### src/rtl/psg_ctrl_if.sv
// Bus bundle between the PSG front-end controller and its neighbours:
// the CPU register path, the envelope engine, and the psg attribute/sample port.
`timescale 1ns/1ps
interface psg_ctrl_if;
   logic       psg_en;
   logic       cpu_write;
   logic [5:0] cpu_addr;
   logic [7:0] cpu_wrdata;
   logic       cpu_full;
   logic       cpu_ovf;
   logic       ovf_clr;
   logic       env_req;
   logic [5:0] env_addr;
   logic [7:0] env_wrdata;
   logic       env_ack;
   logic       attr_write;
   logic [5:0] attr_addr;
   logic [7:0] attr_wrdata;
   logic       next_sample;
   logic [7:0] tick_count;

   modport slave (
      input  psg_en, cpu_write, cpu_addr, cpu_wrdata, ovf_clr,
             env_req, env_addr, env_wrdata,
      output cpu_full, cpu_ovf, env_ack, attr_write, attr_addr, attr_wrdata,
             next_sample, tick_count
   );

   modport master (
      output psg_en, cpu_write, cpu_addr, cpu_wrdata, ovf_clr,
             env_req, env_addr, env_wrdata,
      input  cpu_full, cpu_ovf, env_ack, attr_write, attr_addr, attr_wrdata,
             next_sample, tick_count
   );
endinterface

### src/rtl/psg_ctrl.sv
// PSG front-end: sample-strobe divider plus a CPU-FIFO / envelope arbiter
// sharing the single attribute-RAM write port.
`timescale 1ns/1ps
module psg_ctrl #(
   parameter int SAMPLE_DIV = 512,
   parameter int FIFO_DEPTH = 4
) (
   input  logic       i_clk,
   input  logic       i_rst,
   psg_ctrl_if.slave  bus
);
   localparam int               DIV_W     = $clog2(SAMPLE_DIV);
   localparam int               AW        = $clog2(FIFO_DEPTH);
   localparam logic [DIV_W-1:0] DIV_LAST  = DIV_W'(SAMPLE_DIV - 1);
   localparam logic [AW:0]      CNT_FULL  = (AW+1)'(FIFO_DEPTH);

   logic [13:0]      r_fifo [FIFO_DEPTH];
   logic [AW-1:0]    r_wr_ptr;
   logic [AW-1:0]    r_rd_ptr;
   logic [AW:0]      r_count;
   logic             r_cpu_full;
   logic             r_cpu_ovf;
   logic             r_last_env;
   logic             r_env_ack;
   logic             r_attr_write;
   logic [5:0]       r_attr_addr;
   logic [7:0]       r_attr_wrdata;
   logic [DIV_W-1:0] r_div_cnt;
   logic             r_next_sample;
   logic [7:0]       r_tick_count;

   logic             w_cpu_pend;
   logic             w_env_pend;
   logic             w_grant_cpu;
   logic             w_grant_env;
   logic             w_push;
   logic             w_pop;
   logic             w_drop;
   logic [AW:0]      w_count_nxt;
   logic [13:0]      w_head;

   // Arbitration and FIFO push/pop decisions for this cycle
   always_comb begin
      w_cpu_pend  = (r_count != (AW+1)'(0));
      // The ack cycle is masked so a still-held request is not issued twice
      w_env_pend  = bus.env_req & ~r_env_ack;
      w_grant_cpu = w_cpu_pend & (~w_env_pend | r_last_env);
      w_grant_env = w_env_pend & (~w_cpu_pend | ~r_last_env);
      w_pop       = w_grant_cpu;
      w_push      = bus.cpu_write & ((r_count != CNT_FULL) | w_pop);
      w_drop      = bus.cpu_write & ~w_push;
      w_head      = r_fifo[r_rd_ptr];
      case ({w_push, w_pop})
         2'b10:   w_count_nxt = r_count + (AW+1)'(1);
         2'b01:   w_count_nxt = r_count - (AW+1)'(1);
         default: w_count_nxt = r_count;
      endcase
   end

   // FIFO storage; contents are don't-care while the count says empty
   always_ff @(posedge i_clk) begin
      if (w_push) begin
         r_fifo[r_wr_ptr] <= {bus.cpu_addr, bus.cpu_wrdata};
      end
   end

   // Control state, registered outputs and sample divider
   always_ff @(posedge i_clk) begin
      if (i_rst) begin
         r_wr_ptr      <= '0;
         r_rd_ptr      <= '0;
         r_count       <= '0;
         r_cpu_full    <= 1'b0;
         r_cpu_ovf     <= 1'b0;
         r_last_env    <= 1'b1;
         r_env_ack     <= 1'b0;
         r_attr_write  <= 1'b0;
         r_attr_addr   <= 6'd0;
         r_attr_wrdata <= 8'd0;
         r_div_cnt     <= '0;
         r_next_sample <= 1'b0;
         r_tick_count  <= 8'd0;
      end else begin
         if (w_push) r_wr_ptr <= r_wr_ptr + AW'(1);
         if (w_pop)  r_rd_ptr <= r_rd_ptr + AW'(1);
         r_count    <= w_count_nxt;
         r_cpu_full <= (w_count_nxt == CNT_FULL);
         // A drop in the same cycle as a clear leaves the flag set
         if (w_drop)           r_cpu_ovf <= 1'b1;
         else if (bus.ovf_clr) r_cpu_ovf <= 1'b0;

         r_attr_write <= w_grant_cpu | w_grant_env;
         r_env_ack    <= w_grant_env;
         if (w_grant_cpu) begin
            {r_attr_addr, r_attr_wrdata} <= w_head;
            r_last_env <= 1'b0;
         end else if (w_grant_env) begin
            r_attr_addr   <= bus.env_addr;
            r_attr_wrdata <= bus.env_wrdata;
            r_last_env    <= 1'b1;
         end

         if (!bus.psg_en) begin
            r_div_cnt     <= '0;
            r_next_sample <= 1'b0;
         end else if (r_div_cnt == DIV_LAST) begin
            r_div_cnt     <= '0;
            r_next_sample <= 1'b1;
            r_tick_count  <= r_tick_count + 8'd1;
         end else begin
            r_div_cnt     <= r_div_cnt + DIV_W'(1);
            r_next_sample <= 1'b0;
         end
      end
   end

   assign bus.cpu_full    = r_cpu_full;
   assign bus.cpu_ovf     = r_cpu_ovf;
   assign bus.env_ack     = r_env_ack;
   assign bus.attr_write  = r_attr_write;
   assign bus.attr_addr   = r_attr_addr;
   assign bus.attr_wrdata = r_attr_wrdata;
   assign bus.next_sample = r_next_sample;
   assign bus.tick_count  = r_tick_count;
endmodule

### src/flat_wrapper.sv
// flat-port wrapper written by rule: the top's interface ports become plain ports
module psg_ctrl_flat 
#(
   parameter int SAMPLE_DIV = 512,
   parameter int FIFO_DEPTH = 4
)
  (i_clk, i_rst, bus_psg_en, bus_cpu_write, bus_cpu_addr, bus_cpu_wrdata, bus_ovf_clr, bus_env_req, bus_env_addr, bus_env_wrdata, bus_cpu_full, bus_cpu_ovf, bus_env_ack, bus_attr_write, bus_attr_addr, bus_attr_wrdata, bus_next_sample, bus_tick_count);
  psg_ctrl_if bus_i ();
  input  logic i_clk;
  input  logic i_rst;
  input wire logic [$bits(bus_i.psg_en)-1:0] bus_psg_en;
  input wire logic [$bits(bus_i.cpu_write)-1:0] bus_cpu_write;
  input wire logic [$bits(bus_i.cpu_addr)-1:0] bus_cpu_addr;
  input wire logic [$bits(bus_i.cpu_wrdata)-1:0] bus_cpu_wrdata;
  input wire logic [$bits(bus_i.ovf_clr)-1:0] bus_ovf_clr;
  input wire logic [$bits(bus_i.env_req)-1:0] bus_env_req;
  input wire logic [$bits(bus_i.env_addr)-1:0] bus_env_addr;
  input wire logic [$bits(bus_i.env_wrdata)-1:0] bus_env_wrdata;
  output wire logic [$bits(bus_i.cpu_full)-1:0] bus_cpu_full;
  output wire logic [$bits(bus_i.cpu_ovf)-1:0] bus_cpu_ovf;
  output wire logic [$bits(bus_i.env_ack)-1:0] bus_env_ack;
  output wire logic [$bits(bus_i.attr_write)-1:0] bus_attr_write;
  output wire logic [$bits(bus_i.attr_addr)-1:0] bus_attr_addr;
  output wire logic [$bits(bus_i.attr_wrdata)-1:0] bus_attr_wrdata;
  output wire logic [$bits(bus_i.next_sample)-1:0] bus_next_sample;
  output wire logic [$bits(bus_i.tick_count)-1:0] bus_tick_count;
  assign bus_i.psg_en = bus_psg_en;
  assign bus_i.cpu_write = bus_cpu_write;
  assign bus_i.cpu_addr = bus_cpu_addr;
  assign bus_i.cpu_wrdata = bus_cpu_wrdata;
  assign bus_i.ovf_clr = bus_ovf_clr;
  assign bus_i.env_req = bus_env_req;
  assign bus_i.env_addr = bus_env_addr;
  assign bus_i.env_wrdata = bus_env_wrdata;
  assign bus_cpu_full = bus_i.cpu_full;
  assign bus_cpu_ovf = bus_i.cpu_ovf;
  assign bus_env_ack = bus_i.env_ack;
  assign bus_attr_write = bus_i.attr_write;
  assign bus_attr_addr = bus_i.attr_addr;
  assign bus_attr_wrdata = bus_i.attr_wrdata;
  assign bus_next_sample = bus_i.next_sample;
  assign bus_tick_count = bus_i.tick_count;
  psg_ctrl #(.SAMPLE_DIV(SAMPLE_DIV), .FIFO_DEPTH(FIFO_DEPTH)) u_core (.i_clk(i_clk), .i_rst(i_rst), .bus(bus_i));
endmodule
### config.mk
export PLATFORM = sky130hd
export DESIGN_NAME = psg_ctrl_flat
export DESIGN_NICKNAME = d
export VERILOG_FILES = /design/src/rtl/psg_ctrl_if.sv /design/src/rtl/psg_ctrl.sv /design/src/flat_wrapper.sv
export SDC_FILE = /design/constraint.sdc
export NUM_CORES = 1
export LEC_CHECK = 0
export ABC_AREA = 1
export CORE_MARGIN = 2
export CORE_UTILIZATION = 45
export DETAILED_ROUTE_END_ITERATION = 7
export GPL_ROUTABILITY_DRIVEN = 0
export GPL_TIMING_DRIVEN = 0
export HOLD_SLACK_MARGIN = 0.03
export PLACE_DENSITY = 0.68
export SLEW_MARGIN = 15
export SYNTH_ARGS = -nofsm -noshare
export SYNTH_HDL_FRONTEND = slang
export SYNTH_SLANG_ARGS = --single-unit
### constraint.sdc
create_clock -name i_clk -period 3.05 [get_ports i_clk]
set_input_delay 0.915 -clock i_clk [delete_from_list [all_inputs] [get_ports i_clk]]
set_output_delay 0.915 -clock i_clk [all_outputs]
set_load 0.1 [all_outputs]
==> flow_metrics.py <==
metrics = {
    "timing": {
        "drv_slew": 0,
        "final.period_utilization": 0.944,
        "setup_violations": 0,
        "setup_ws_ps": 171,
        "timing.fmax_ghz": 0.347,
        "tns_ps": 0,
        "worst_pin_slew_ps": 1010,
        "final-hold-violation-count": 0,
        "period_needed_ps": 2880,
        "fin_worst_skew_ps": 6.24,
        "rsz0062_at_grt": "no",
        "relSlewSlack": 0.322,
    },
    "power_and_ir_drop": {
        "pwr-share-seq": 0.373,
        "p_sw_frac": 0.460,
        "pwr_density_cell_nw_per_um2": 936,
        "power_mw": 4.74,
        "intPower_mw": 2.56,
        "pwr-share-comb": 0.461,
        "ir_drop_mv": 0.303,
        "clkPwrFrac": 0.167,
        "switchingPower_mw": 2.18,
        "total_leakage_power_nw": 1.87,
    },
    "final_layout": {
        "final_cells": 608,
        "nets": 534,
        "synthToLayoutAreaGrowth_pct": 22.2,
        "antenna_cells": 0,
        "drive_gt1_frac": 0.0805,
    },
    "synthesis": {
        "yosysTopAreaCellShare": 0.406,
        "ys_async_sr_fraction": 0,
        "synth_cell_types": 31,
        "synth_compound_area_frac": 0.120,
        "synth_top_family_by_area": "simple AND/OR/NAND/NOR gates",
        "yosysWarnings": 0,
        "synth_edf_count": 56,
        "yosys.area_share.simple": 0.170,
        "synthesis.nets": 464,
        "syn_area_um2": 4140,
        "synth_xor_area_frac": 0,
        "avgSynthCellArea_um2": 9.82,
        "synthMuxAreaShare": 0,
        "synth-seq-area-share": 0.628,
        "ys_top_cells_by_area": "edfxtp_1 (41%), dfxtp_1 (22%), nand2_1 (6.5%)",
        "synth_flop_cell": "edfxtp_1",
        "synth_adder_area_share": 0.0260,
        "synth_cells": 422,
        "ys_ff_latch": 102,
        "synth.largest_area_cell": "edfxtp_1",
    },
    "placement": {
        "post-dp-hpwl_mm": 6.07,
        "place_ws_ps": 319,
        "io_buffers": 59,
        "placed_cells": 592,
    },
    "detailed_routing": {
        "postRouteWirelength_mm": 8.54,
        "drc": 0,
        "viasPerCell": 4.95,
        "drt_pass1_iterations": 4,
        "dr.first_iter.drc_count": 143,
        "wl_per_cell_um": 14.0,
        "antenna_left": 0,
        "num_vias": 3008,
    },
    "clocking": {
        "clkLatencyLatePin_ps": 370,
        "cts-buffers-inserted": 9,
        "htreeDepth": 3,
        "cts-root-buf": "clkbuf_8",
        "cts_tree": "built",
        "clk_pin_slew_ps": 100,
        "cts_buffer_depth": 2,
        "cts_setup_buffers": 0,
        "cts_sinks": 102,
        "holdBufCountCts": 0,
        "postCtsResizedCells": 0,
    },
    "floorplanning": {
        "start_util": 0.457,
        "ioPinCount": 61,
        "rows": 35,
        "dieHeight_um": 100,
        "dieArea_um2": 9990,
        "core_area_um2": 9060,
        "dieWidth_um": 100,
    },
    "hold_path": {
        "hold_start": "u_core.bus.cpu_ovf",
        "min_path_type": "register to register",
    },
    "worst_setup_path": {
        "crit_chain": "clkdlybuf4s50_1",
        "cp_data_required_time_ps": 2130,
        "crit_arrival_ps": 1960,
        "worst-path-max-fanout": 4,
        "r2r_cells": 13,
        "critPathCapture": "bus_env_ack",
        "reg2reg_from": "u_core.r_div_cnt[0]",
        "worstSetupStartpointType": "register",
        "critPathBufInv": 1,
        "cp-startpoint": "u_core.bus.env_ack",
        "crit_cells": 1,
        "r2r_setup_slack_ps": 850,
        "critPathMaxStageDelay_ps": 1180,
        "cp_top_family": "buffers and inverters",
        "crit_slowest_cell": "clkdlybuf4s50_1",
        "crit_type": "register to primary output",
        "r2r-end": "u_core.bus.tick_count[6]",
        "crit_path_end_kind": "primary output",
    },
    "grt": {
        "top_usage_layer": "met2",
        "use_met3": 0.0390,
        "met2_usage": 0.314,
        "grt_max_degree": 19,
        "antenna_found_initial": 0,
        "grt_remaining_overflow": 0,
        "use_met1": 0.213,
        "grt_pass1_wl_mm": 13.7,
        "grt_pass1_vias": 2858,
        "track_usage": 0.178,
    },
    "flow_run": {
        "maxCapViolCount": 0,
    },
    "status": {
        "outcome": "finished, final reports clean",
    },
}
[layout make-up]
type,count,area [um2]
buffer,15,91.3
clock buffer,9,124
clock inverter,7,56.3
fill,810,4000
inverter,38,143
multi-input combinational,267,1320
sequential,102,2600
tap,111,139
timing repair buffer,59,591
[worst min-delay path: cells and delay by family, from the launching register on]
kind | cells | cell delay [ps]
flops | 1 | 320
simple gates | 1 | 60
compound gates | 1 | 50
[worst min-delay path by stage]
stage               cells after the start  slack (ps)                   to
floorplan                               1         420  u_core.r_div_cnt[0]
global placement                        1         430  u_core.r_div_cnt[0]
detailed placement                      2         460   u_core.bus.cpu_ovf
CTS                                     1         480  u_core.r_div_cnt[0]
global route                            2         500   u_core.r_rd_ptr[1]
finish                                  2         470   u_core.bus.cpu_ovf
[registers in the layout (all words and copies together), names as in the netlist, named ones only]
signal                  flops
u_core.r_wr_ptr             2
u_core.r_div_cnt            9
u_core.r_fifo              56
u_core.bus.cpu_ovf          1
u_core.r_last_env           1
u_core.bus.tick_count       8
u_core.bus.attr_wrdata      8
u_core.bus.attr_write       1
u_core.bus.env_ack          1
u_core.r_rd_ptr             2
u_core.bus.next_sample      1
u_core.bus.attr_addr        6
u_core.bus.cpu_full         1
u_core.r_count              3
[cells in the mapped netlist (3+ instances only)]
| cell type | n |
|---|---|
| a31oi_1 | 3 |
| o21ai_0 | 53 |
| buf_4 | 4 |
| inv_2 | 3 |
| edfxtp_1 | 56 |
| nand2_1 | 72 |
| o211ai_1 | 7 |
| inv_1 | 35 |
| a21oi_1 | 19 |
| o21ai_1 | 7 |
| buf_2 | 4 |
| dfxtp_1 | 46 |
| nand3_1 | 11 |
| clkbuf_1 | 5 |
| nor2_1 | 67 |
| ha_1 | 7 |
| nor3b_1 | 3 |
[per-stage QoR]
step	hold slack, ps	utilization	instance area, um2
floorplan	418	-	4140
global placement	429	0.537	4870
detailed placement	462	0.539	4880
CTS	476	0.558	5060
global route	497	0.558	5060
finish	468	0.558	5060
[power by group through the flow]
stage                     sequential, mW  combinational [mW]  clock [mW]
after floorplan                     2.53               0.885           0
after CTS                           1.77                2.19       0.810
after global routing                1.79                2.35       0.862
final                               1.76                2.18       0.791
after global placement              1.79                2.16           0
after detailed placement            1.79                2.19           0
[placed cells by master, fill, tap and decap left out, types with 2 or more instances in the layout]
cell type        netlist  layout
inv_2                  3       3
nand2_1               72      72
nor3_1                 2       2
nor2_1                67      63
a31oi_1                3       3
inv_1                 35      35
buf_6                  2       2
nand3_2                2       2
nor3b_1                3       3
ha_1                   7       7
clkbuf_1               5       5
clkdlybuf4s50_1        0      59
buf_4                  4       4
buf_2                  4       4
nand3b_1               2       2
clkbuf_8               0       9
nor2_2                 1       5
edfxtp_1              56      56
nor2_4                 2       2
o21ai_0               53      53
dfxtp_1               46      46
o22ai_1                2       2
nand3_1               11      11
clkinvlp_4             0       2
inv_6                  0       3
a21oi_1               19      19
o211ai_1               7       7
o21ai_1                7       7
[metal layers]
metal	up-vias	wire [um]
met5	-	0
met4	0	144
met3	13	309
met2	68	4300
met1	1371	3790
li1	1556	-
[cells by family (layout without fill, tap and decap cells)]
family / after synthesis / after routing
compound gates: 93 / 93
fa+ha+maj: 8 / 8
buf+inv: 53 / 128
flops: 102 / 102
simple gates: 166 / 166
No activity file was read; power rests on OpenSTA's default activity.
